$ cat src/rtl/exec_sequencer.sv
// Multi-cycle fetch/decode/execute control FSM for the RV32 core.
// Optional performance counters are built only when EXEC_PERF_COUNTERS_EN is defined.
module exec_sequencer #(
  parameter int              XLEN     = 32,
  parameter logic [XLEN-1:0] RESET_PC = '0
) (
  input  logic            clk,
  input  logic            reset_n,
  output logic            imem_request,
  output logic [XLEN-1:0] imem_address,
  input  logic            imem_ready,
  input  logic [XLEN-1:0] imem_data,
  output logic [XLEN-1:0] instruction,
  output logic [XLEN-1:0] program_counter,
  output logic            branch_enable_n,
  output logic            arith_enable_n,
  input  logic            load_new_program_counter,
  input  logic [XLEN-1:0] new_program_counter,
  output logic            register_write_enable,
  output logic            retired,
  output logic            illegal_instruction,
  output logic            misaligned_fault,
  output logic            halted,
  output logic [31:0]     cycle_count,
  output logic [31:0]     retire_count
);

  typedef enum logic [2:0] {
    S_FETCH,
    S_DECODE,
    S_SELECT,
    S_RESOLVE,
    S_HALT
  } state_e;

  typedef enum logic [1:0] {
    UNIT_NONE,
    UNIT_BRANCH,
    UNIT_ARITH
  } unit_e;

  localparam logic [6:0] OPC_BRANCH = 7'b1100011;
  localparam logic [6:0] OPC_OP_IMM = 7'b0010011;
  localparam logic [6:0] OPC_OP     = 7'b0110011;

  state_e          state_q, state_d;
  unit_e           unit_q, unit_d;
  logic [XLEN-1:0] pc_q, pc_d;
  logic [XLEN-1:0] instr_q, instr_d;
  logic            started_q;
  logic            illegal_q, illegal_d;
  logic            misaligned_q, misaligned_d;

  logic            exec_window;
  logic            redirect_fault;
  logic [6:0]      opcode;

  assign opcode         = instr_q[6:0];
  assign exec_window    = (state_q == S_SELECT) || (state_q == S_RESOLVE);
  assign redirect_fault = load_new_program_counter && (new_program_counter[1:0] != 2'b00);

  always_ff @(posedge clk or negedge reset_n) begin
    if (!reset_n) begin
      state_q      <= S_FETCH;
      unit_q       <= UNIT_NONE;
      pc_q         <= RESET_PC;
      instr_q      <= '0;
      started_q    <= 1'b0;
      illegal_q    <= 1'b0;
      misaligned_q <= 1'b0;
    end else begin
      state_q      <= state_d;
      unit_q       <= unit_d;
      pc_q         <= pc_d;
      instr_q      <= instr_d;
      started_q    <= 1'b1;
      illegal_q    <= illegal_d;
      misaligned_q <= misaligned_d;
    end
  end

  // Redirect inputs are only looked at in S_RESOLVE so floating values from idle units never leak in.
  always_comb begin
    state_d      = state_q;
    unit_d       = unit_q;
    pc_d         = pc_q;
    instr_d      = instr_q;
    illegal_d    = illegal_q;
    misaligned_d = misaligned_q;
    case (state_q)
      S_FETCH: begin
        if (started_q && imem_ready) begin
          instr_d = imem_data;
          state_d = S_DECODE;
        end
      end
      S_DECODE: begin
        if (opcode == OPC_BRANCH) begin
          unit_d  = UNIT_BRANCH;
          state_d = S_SELECT;
        end else if ((opcode == OPC_OP_IMM) || (opcode == OPC_OP)) begin
          unit_d  = UNIT_ARITH;
          state_d = S_SELECT;
        end else begin
          unit_d    = UNIT_NONE;
          illegal_d = 1'b1;
          state_d   = S_HALT;
        end
      end
      S_SELECT: begin
        state_d = S_RESOLVE;
      end
      S_RESOLVE: begin
        unit_d = UNIT_NONE;
        if (redirect_fault) begin
          misaligned_d = 1'b1;
          state_d      = S_HALT;
        end else begin
          pc_d    = load_new_program_counter ? new_program_counter : (pc_q + XLEN'(4));
          state_d = S_FETCH;
        end
      end
      S_HALT: begin
        state_d = S_HALT;
      end
      default: begin
        state_d = S_HALT;
      end
    endcase
  end

  assign imem_request          = (state_q == S_FETCH) && started_q;
  assign imem_address          = pc_q;
  assign instruction           = instr_q;
  assign program_counter       = pc_q;
  assign branch_enable_n       = !(exec_window && (unit_q == UNIT_BRANCH));
  assign arith_enable_n        = !(exec_window && (unit_q == UNIT_ARITH));
  assign register_write_enable = (state_q == S_RESOLVE) && (unit_q == UNIT_ARITH);
  assign retired               = (state_q == S_RESOLVE) && !redirect_fault;
  assign illegal_instruction   = illegal_q;
  assign misaligned_fault      = misaligned_q;
  assign halted                = (state_q == S_HALT);

`ifdef EXEC_PERF_COUNTERS_EN
  logic [31:0] cycle_q;
  logic [31:0] retire_q;

  always_ff @(posedge clk or negedge reset_n) begin
    if (!reset_n) begin
      cycle_q  <= '0;
      retire_q <= '0;
    end else begin
      if (state_q != S_HALT) cycle_q <= cycle_q + 32'd1;
      if (retired)           retire_q <= retire_q + 32'd1;
    end
  end

  assign cycle_count  = cycle_q;
  assign retire_count = retire_q;
`else
  assign cycle_count  = 32'd0;
  assign retire_count = 32'd0;
`endif

  // Structural invariants of the sequencer's outputs.
  a_single_enable: assert property (@(posedge clk) disable iff (!reset_n)
    !(!branch_enable_n && !arith_enable_n));
  a_request_held: assert property (@(posedge clk) disable iff (!reset_n)
    (imem_request && !imem_ready) |=> (imem_request && $stable(imem_address)));
  a_halt_sticky: assert property (@(posedge clk) disable iff (!reset_n)
    halted |=> halted);

endmodule

$ cat config.mk
export PLATFORM = sky130hd
export DESIGN_NAME = exec_sequencer
export DESIGN_NICKNAME = d
export VERILOG_FILES = /design/src/rtl/exec_sequencer.sv
export SDC_FILE = /design/constraint.sdc
export NUM_CORES = 1
export LEC_CHECK = 0
export ABC_CLOCK_PERIOD_IN_PS = 1800
export CORE_ASPECT_RATIO = 1.5
export CORE_MARGIN = 2
export CORE_UTILIZATION = 36
export CTS_CLUSTER_DIAMETER = 120
export DETAILED_ROUTE_END_ITERATION = 16
export GPL_ROUTABILITY_DRIVEN = 0
export PLACE_DENSITY = 0.87
export REMOVE_ABC_BUFFERS = 1
export SYNTH_ARGS = -nofsm -noshare
export SYNTH_HDL_FRONTEND = slang
export SYNTH_SLANG_ARGS = --single-unit
$ cat constraint.sdc
create_clock -name clk -period 1.8 [get_ports clk]
set_input_delay 0.36 -clock clk [delete_from_list [all_inputs] [get_ports clk]]
set_output_delay 0.36 -clock clk [all_outputs]
set_load 0.1 [all_outputs]
Yosys cells after proc, flatten, opt, wreduce, memory -nomap -nowiden

Index checks and enable logic that the tools add are counted.

Bits in registers: 72
Bits of input ports: 68
Output and inout port bits: 168
Logic and storage cells: 49

$add $sub $neg: 1
Equal/unequal tests: 10
Muxes and demuxes: 9
Bitwise logic cells: 3
Reductions and logical operators: 19

Operators by type and width:

| operator                                             | number |
|---|---|
| adder 32 x 3 -> 32 bit (second input constant)       | 1 |
| two-way mux 32 bit                                   | 1 |
| two-way mux 3 bit                                    | 4 |
| one-hot mux 3 bit (4 select lines)                   | 1 |
| equality test 7 x 5 -> 1 bit (second input constant) | 1 |
| equality test 7 x 6 -> 1 bit (second input constant) | 1 |
| equality test 7 bit (second input constant)          | 1 |
| logical AND 1 bit                                    | 7 |
| equality test 3 x 2 -> 1 bit (second input constant) | 2 |
| AND reduction 2 bit                                  | 3 |
| two-way mux 2 bit                                    | 2 |
| one-hot mux 2 bit (2 select lines)                   | 1 |
| nonzero test 2 bit                                   | 2 |
| equality test 3 x 1 -> 1 bit (second input constant) | 1 |
| equality test 3 bit (second input constant)          | 1 |
| logical NOT 1 bit                                    | 3 |
| logical NOT 3 bit                                    | 1 |
| NOT 1 bit                                            | 3 |
| AND reduction 3 bit                                  | 1 |
| equality test 2 x 1 -> 1 bit (second input constant) | 1 |
| equality test 2 bit (second input constant)          | 1 |
| logical OR 1 bit                                     | 2 |
| inequality test 2 bit (second input constant)        | 1 |

Depth between registers and ports, before layout

Depth in word-level cells: 5
Mapped depth: 9
Gate-level depth less buffers: 6

Worst setup path after synthesis

Ideal clock, no wire load.

Path kind: reg2reg
From: register state_q[1]
To: register instr_q[4], in the netlist instruction[4]
Library setup time: 0.126 ns
Arrival: 4.822 ns
Slack: -3.148 ns
Stages on the path, launching flop included: 6
Path buffers: 2
Period minus slack after synthesis: 4.948 ns
Cell sequence: dfrtp_1 buf_2 nor4b_1 nand2_1 buf_2 mux2_2

Word-level cells in the longest chain between the ends: 2

Ends and longest elaborated chain:

| what                                 | RTL line | source |
|---|---|---|
| start, declared                      | 46       | `state_e state_q, state_d;` |
| start signal, assigned               | 72       | `state_q <= state_d;` |
| logical NOT 3 bit                    | 90       | `case (state_q)` |
| AND reduction 2 bit (no source line) | --       |  |
| end signal, assigned                 | 75       | `instr_q <= instr_d;` |
| end, declared                        | 49       | `logic [XLEN-1:0] instr_q, instr_d;` |

Every way passes these cells.
A chain may end at the register's enable or synchronous reset.

Worst setup path after layout

From: register pc_q[2], in the netlist imem_address[2]
To: register pc_q[20], in the netlist imem_address[20]

Word-level cells in the longest chain between the ends: 2

Ends and longest elaborated chain:

| what                   | RTL line | source |
|---|---|---|
| start, declared        | 48       | `logic [XLEN-1:0] pc_q, pc_d;` |
| start signal, assigned | 74       | `pc_q <= pc_d;` |
| adder 32 x 3 -> 32 bit | 119      | `pc_d = load_new_program_counter ? new_program_counter : (pc_q + XLEN'(4));` |
| two-way mux 32 bit     | 119      |  |

Every way passes these cells.

==> summary.txt <==
status: complete, but fails checks
failing checks: hold timing, setup timing
port bufs: 171
clock skew: 7.054 ps
vias in the first global route: 4,099
first drt pass iteration count: 4
sequential element share of the synthesized area: 0.4127
HPWL Detailed: 10,620 um
Slew @ Worst Pin: 505.0 ps
clock tree from TritonCTS: yes
Syn Area/Cell: 9.967 um^2
worst path cell trace: ha_2 > and3_4 > nand4_1 > buf_4 > or4_1 > mux2i_1 > a21oi_1
Crit path required time: 2000 ps
PwrDens: 1024 nW/um^2
Tmin final: 1914 ps
RSZ-0062 raised after global routing: yes
CP max stage delay: 410 ps
DRT iter0 DRCs: 160
Mapped Area: 4365 um^2
worst hold path class: primary input to asynchronous set/reset pin
Peak VDD IR: 1004 uV
post-cts hold buffer count: 0
crit path DAT: 2120 ps
Via density: 5.128
die area: 13,040 um^2
Die Height: 138.9 um
static leakage: 3.511 nW
Slew headroom: 0.6633
largest net degree at the start of global routing: 38
Post-synth ARST share: 1.000
final worst setup slack: -114.1 ps
Slew Limit Fails: 0
fill count: 815
cells after synthesis: 438
Longest Clk Path Bufs: 2
Final Hold Viols: 1
Syn-to-layout area delta: 81.26%
flops & latches, synth: 72
Synth cell types: 48
Num CTS Buffers: 9
Final period util: 1.063
Final setup viols: 8
crit path max fanout: 4
type of origin of the critical path: flop
Clock H-tree levels: 3
drt drc: 0
Critical Path End Type: flop
initial antenna violation count: 1
routed wirelength normalized by instance count: 17.46 um
area leader, netlist: dfrtp_1
GRT Total Usage: 0.2019
placeable core area: 11,890 um^2
Post-Place Cells: 773
dpl ws: -435.1 ps
top_reg_cell synth: dfrtp_1
Post-synth EDFFs: 0
routed vias: 4,123
clock transition at the registers of the reported paths: 60 ps
non-filler cells, final: 804
Synthesis Warnings: 0
Clock Sinks: 72
cell row count: 49
grt ovf: 0
Die X: 93.91 um
ANT cells: 0
Starting Density: 0.3670
Post-Route WL: 14,040 um
slowest cell on the critical path: dfrtp_1
largest cells by area after synthesis: dfrtp_1 (41%), buf_4 (17%), mux2_2 (8.8%)
global-route wire length before repair: 20,690 um
Root Driver: clkbuf_16
DR top layer: met5
clk_lat worst skew: 320 ps
Max Cap Viol: 0
IO Count: 236
share of cells above drive strength 1: 0.4163
antenna viol nets, final: 0
Synth top area share: 0.4127
met2 wire len: 7679 um
Hold WS: -3.400 ps
fmax: 522.4 MHz
Crit Path Category: flop to flop
M1 WL: 4408 um
met3 WL: 1415 um
Final nets: 716
## where the power goes
part	internal, W	switching [W]	total (W)
Combinational	0.00136	0.00281	0.00418
Sequential	0.00187	0.000282	0.00215
Clock	0.00110	0.000679	0.00178
Total	0.00433	0.00378	0.00810
## cell type report
type                            count  area (um^2)  area share
Clock buffer                       10        239.0     0.03020
Timing Repair Buffer              250         3436      0.4342
Sequential cell                    72         1802      0.2277
Clock inverter                      5        57.56    0.007274
Tap cell                          153        191.4     0.02419
Inverter                            7        28.78    0.003637
Multi-Input combinational cell    307         2158      0.2728
## synth_stat cells, drive strengths merged (5+ instances only)
master  instances
buf           108
nand2          25
and4            6
mux2           34
o21ai           8
nand4           7
nor3            8
and3            8
inv             7
mux2i          18
a21oi          19
or3             5
nor4            5
nand3          10
o22ai          18
dfrtp          72
nand3b          5
clkbuf          7
nor2           18
## layer usage
layer / vias up / global-route usage
met1: 1962 / 0.1978
met3: 47 / 0.06359
met2: 288 / 0.3714
met4: 2 / 0.09992
li1: 1824 / -
met5: - / 0
## final timing paths
check,cells past startpoint,from,slack [ps],endpoint
max,7,imem_address[2]$_DFFE_PN0P_,-110,imem_address[20]$_DFFE_PN0P_
min,1,reset_n,-3,imem_address[15]$_DFFE_PN0P_
max reg2reg,7,imem_address[2]$_DFFE_PN0P_,-110,imem_address[20]$_DFFE_PN0P_
min reg2reg,1,misaligned_fault$_DFFE_PN0P_,550,misaligned_fault$_DFFE_PN0P_
max in group asynchronous,2,reset_n,1200,illegal_instruction$_DFFE_PN0P_
min in group clk,4,load_new_program_counter,550,misaligned_fault$_DFFE_PN0P_
## registers in the layout (all words and copies together) (netlist names)
signal	flops
state_q	3
illegal_instruction	1
unit_q	2
instruction	32
started_q	1
misaligned_fault	1
imem_address	32
## cells by family (layout without fill, tap and decap cells)
family / Yosys count / count (layout) / share of synthesized area
and+or+nand+nor: 119 / 119 / 0.1573
other: 2 / 65 / 0.001720
buffers and inverters: 122 / 272 / 0.1929
DFF: 72 / 72 / 0.4127
AOI/OAI and AO/OA: 70 / 70 / 0.1035
muxes: 52 / 52 / 0.1290
adders and majority gates: 1 / 1 / 0.002866
## critical path: cells and delay by family, from the launching register on
| family | cells | cell delay, ps |
|---|---|---|
| AO/OA/AOI/OAI | 1 | 90 |
| flip-flops | 1 | 410 |
| multiplexers | 1 | 170 |
| AND/OR/NAND/NOR | 3 | 730 |
| adder cells (fa/ha/maj) | 1 | 200 |
| buffers and inverters | 1 | 190 |
## timing repair
item | 4_1_cts | 5_1_grt
endpoints found under the setup margin | 16 | 22
resized for setup | 20 | 34
buffers inserted | 4 | 12
pin swaps | 4 | 16
## layout by cell type, fill, tap and decap left out, drive strengths merged, types with 2 or more instances in the layout
master	instances
buf	184
nand3b	5
nor4	5
nand2b	3
clkbuf	10
clkdlybuf4s50	64
and2	4
a21oi	19
o22ai	18
clkinvlp	3
or3	5
mux2i	18
or4	4
mux2	34
and3	8
nor3b	3
inv	7
nand2	25
a221o	2
nor2b	2
dfrtp	72
nor2	18
or2	4
a21o	2
nor3	8
nand4	7
o21ai	8
o221ai	3
a31oi	3
and4	6
nand3	10
a211oi	4
conb	65
o31ai	3
a311oi	2
## per-stage QoR
stage	util	setup TNS (ps)	area (um^2)	power, W
2_1_floorplan	-	-198210	3786	0.004738
3_3_place_gp	0.6096	-4993	7251	0.006255
3_5_place_dp	0.6096	-6410	7251	0.006320
4_1_cts	0.6438	-110.3	7657	0.008123
5_1_grt	0.6653	-1256	7913	0.008328
6_report	0.6653	-332.9	7913	0.008103
No activity file was read; power rests on OpenSTA's default activity.
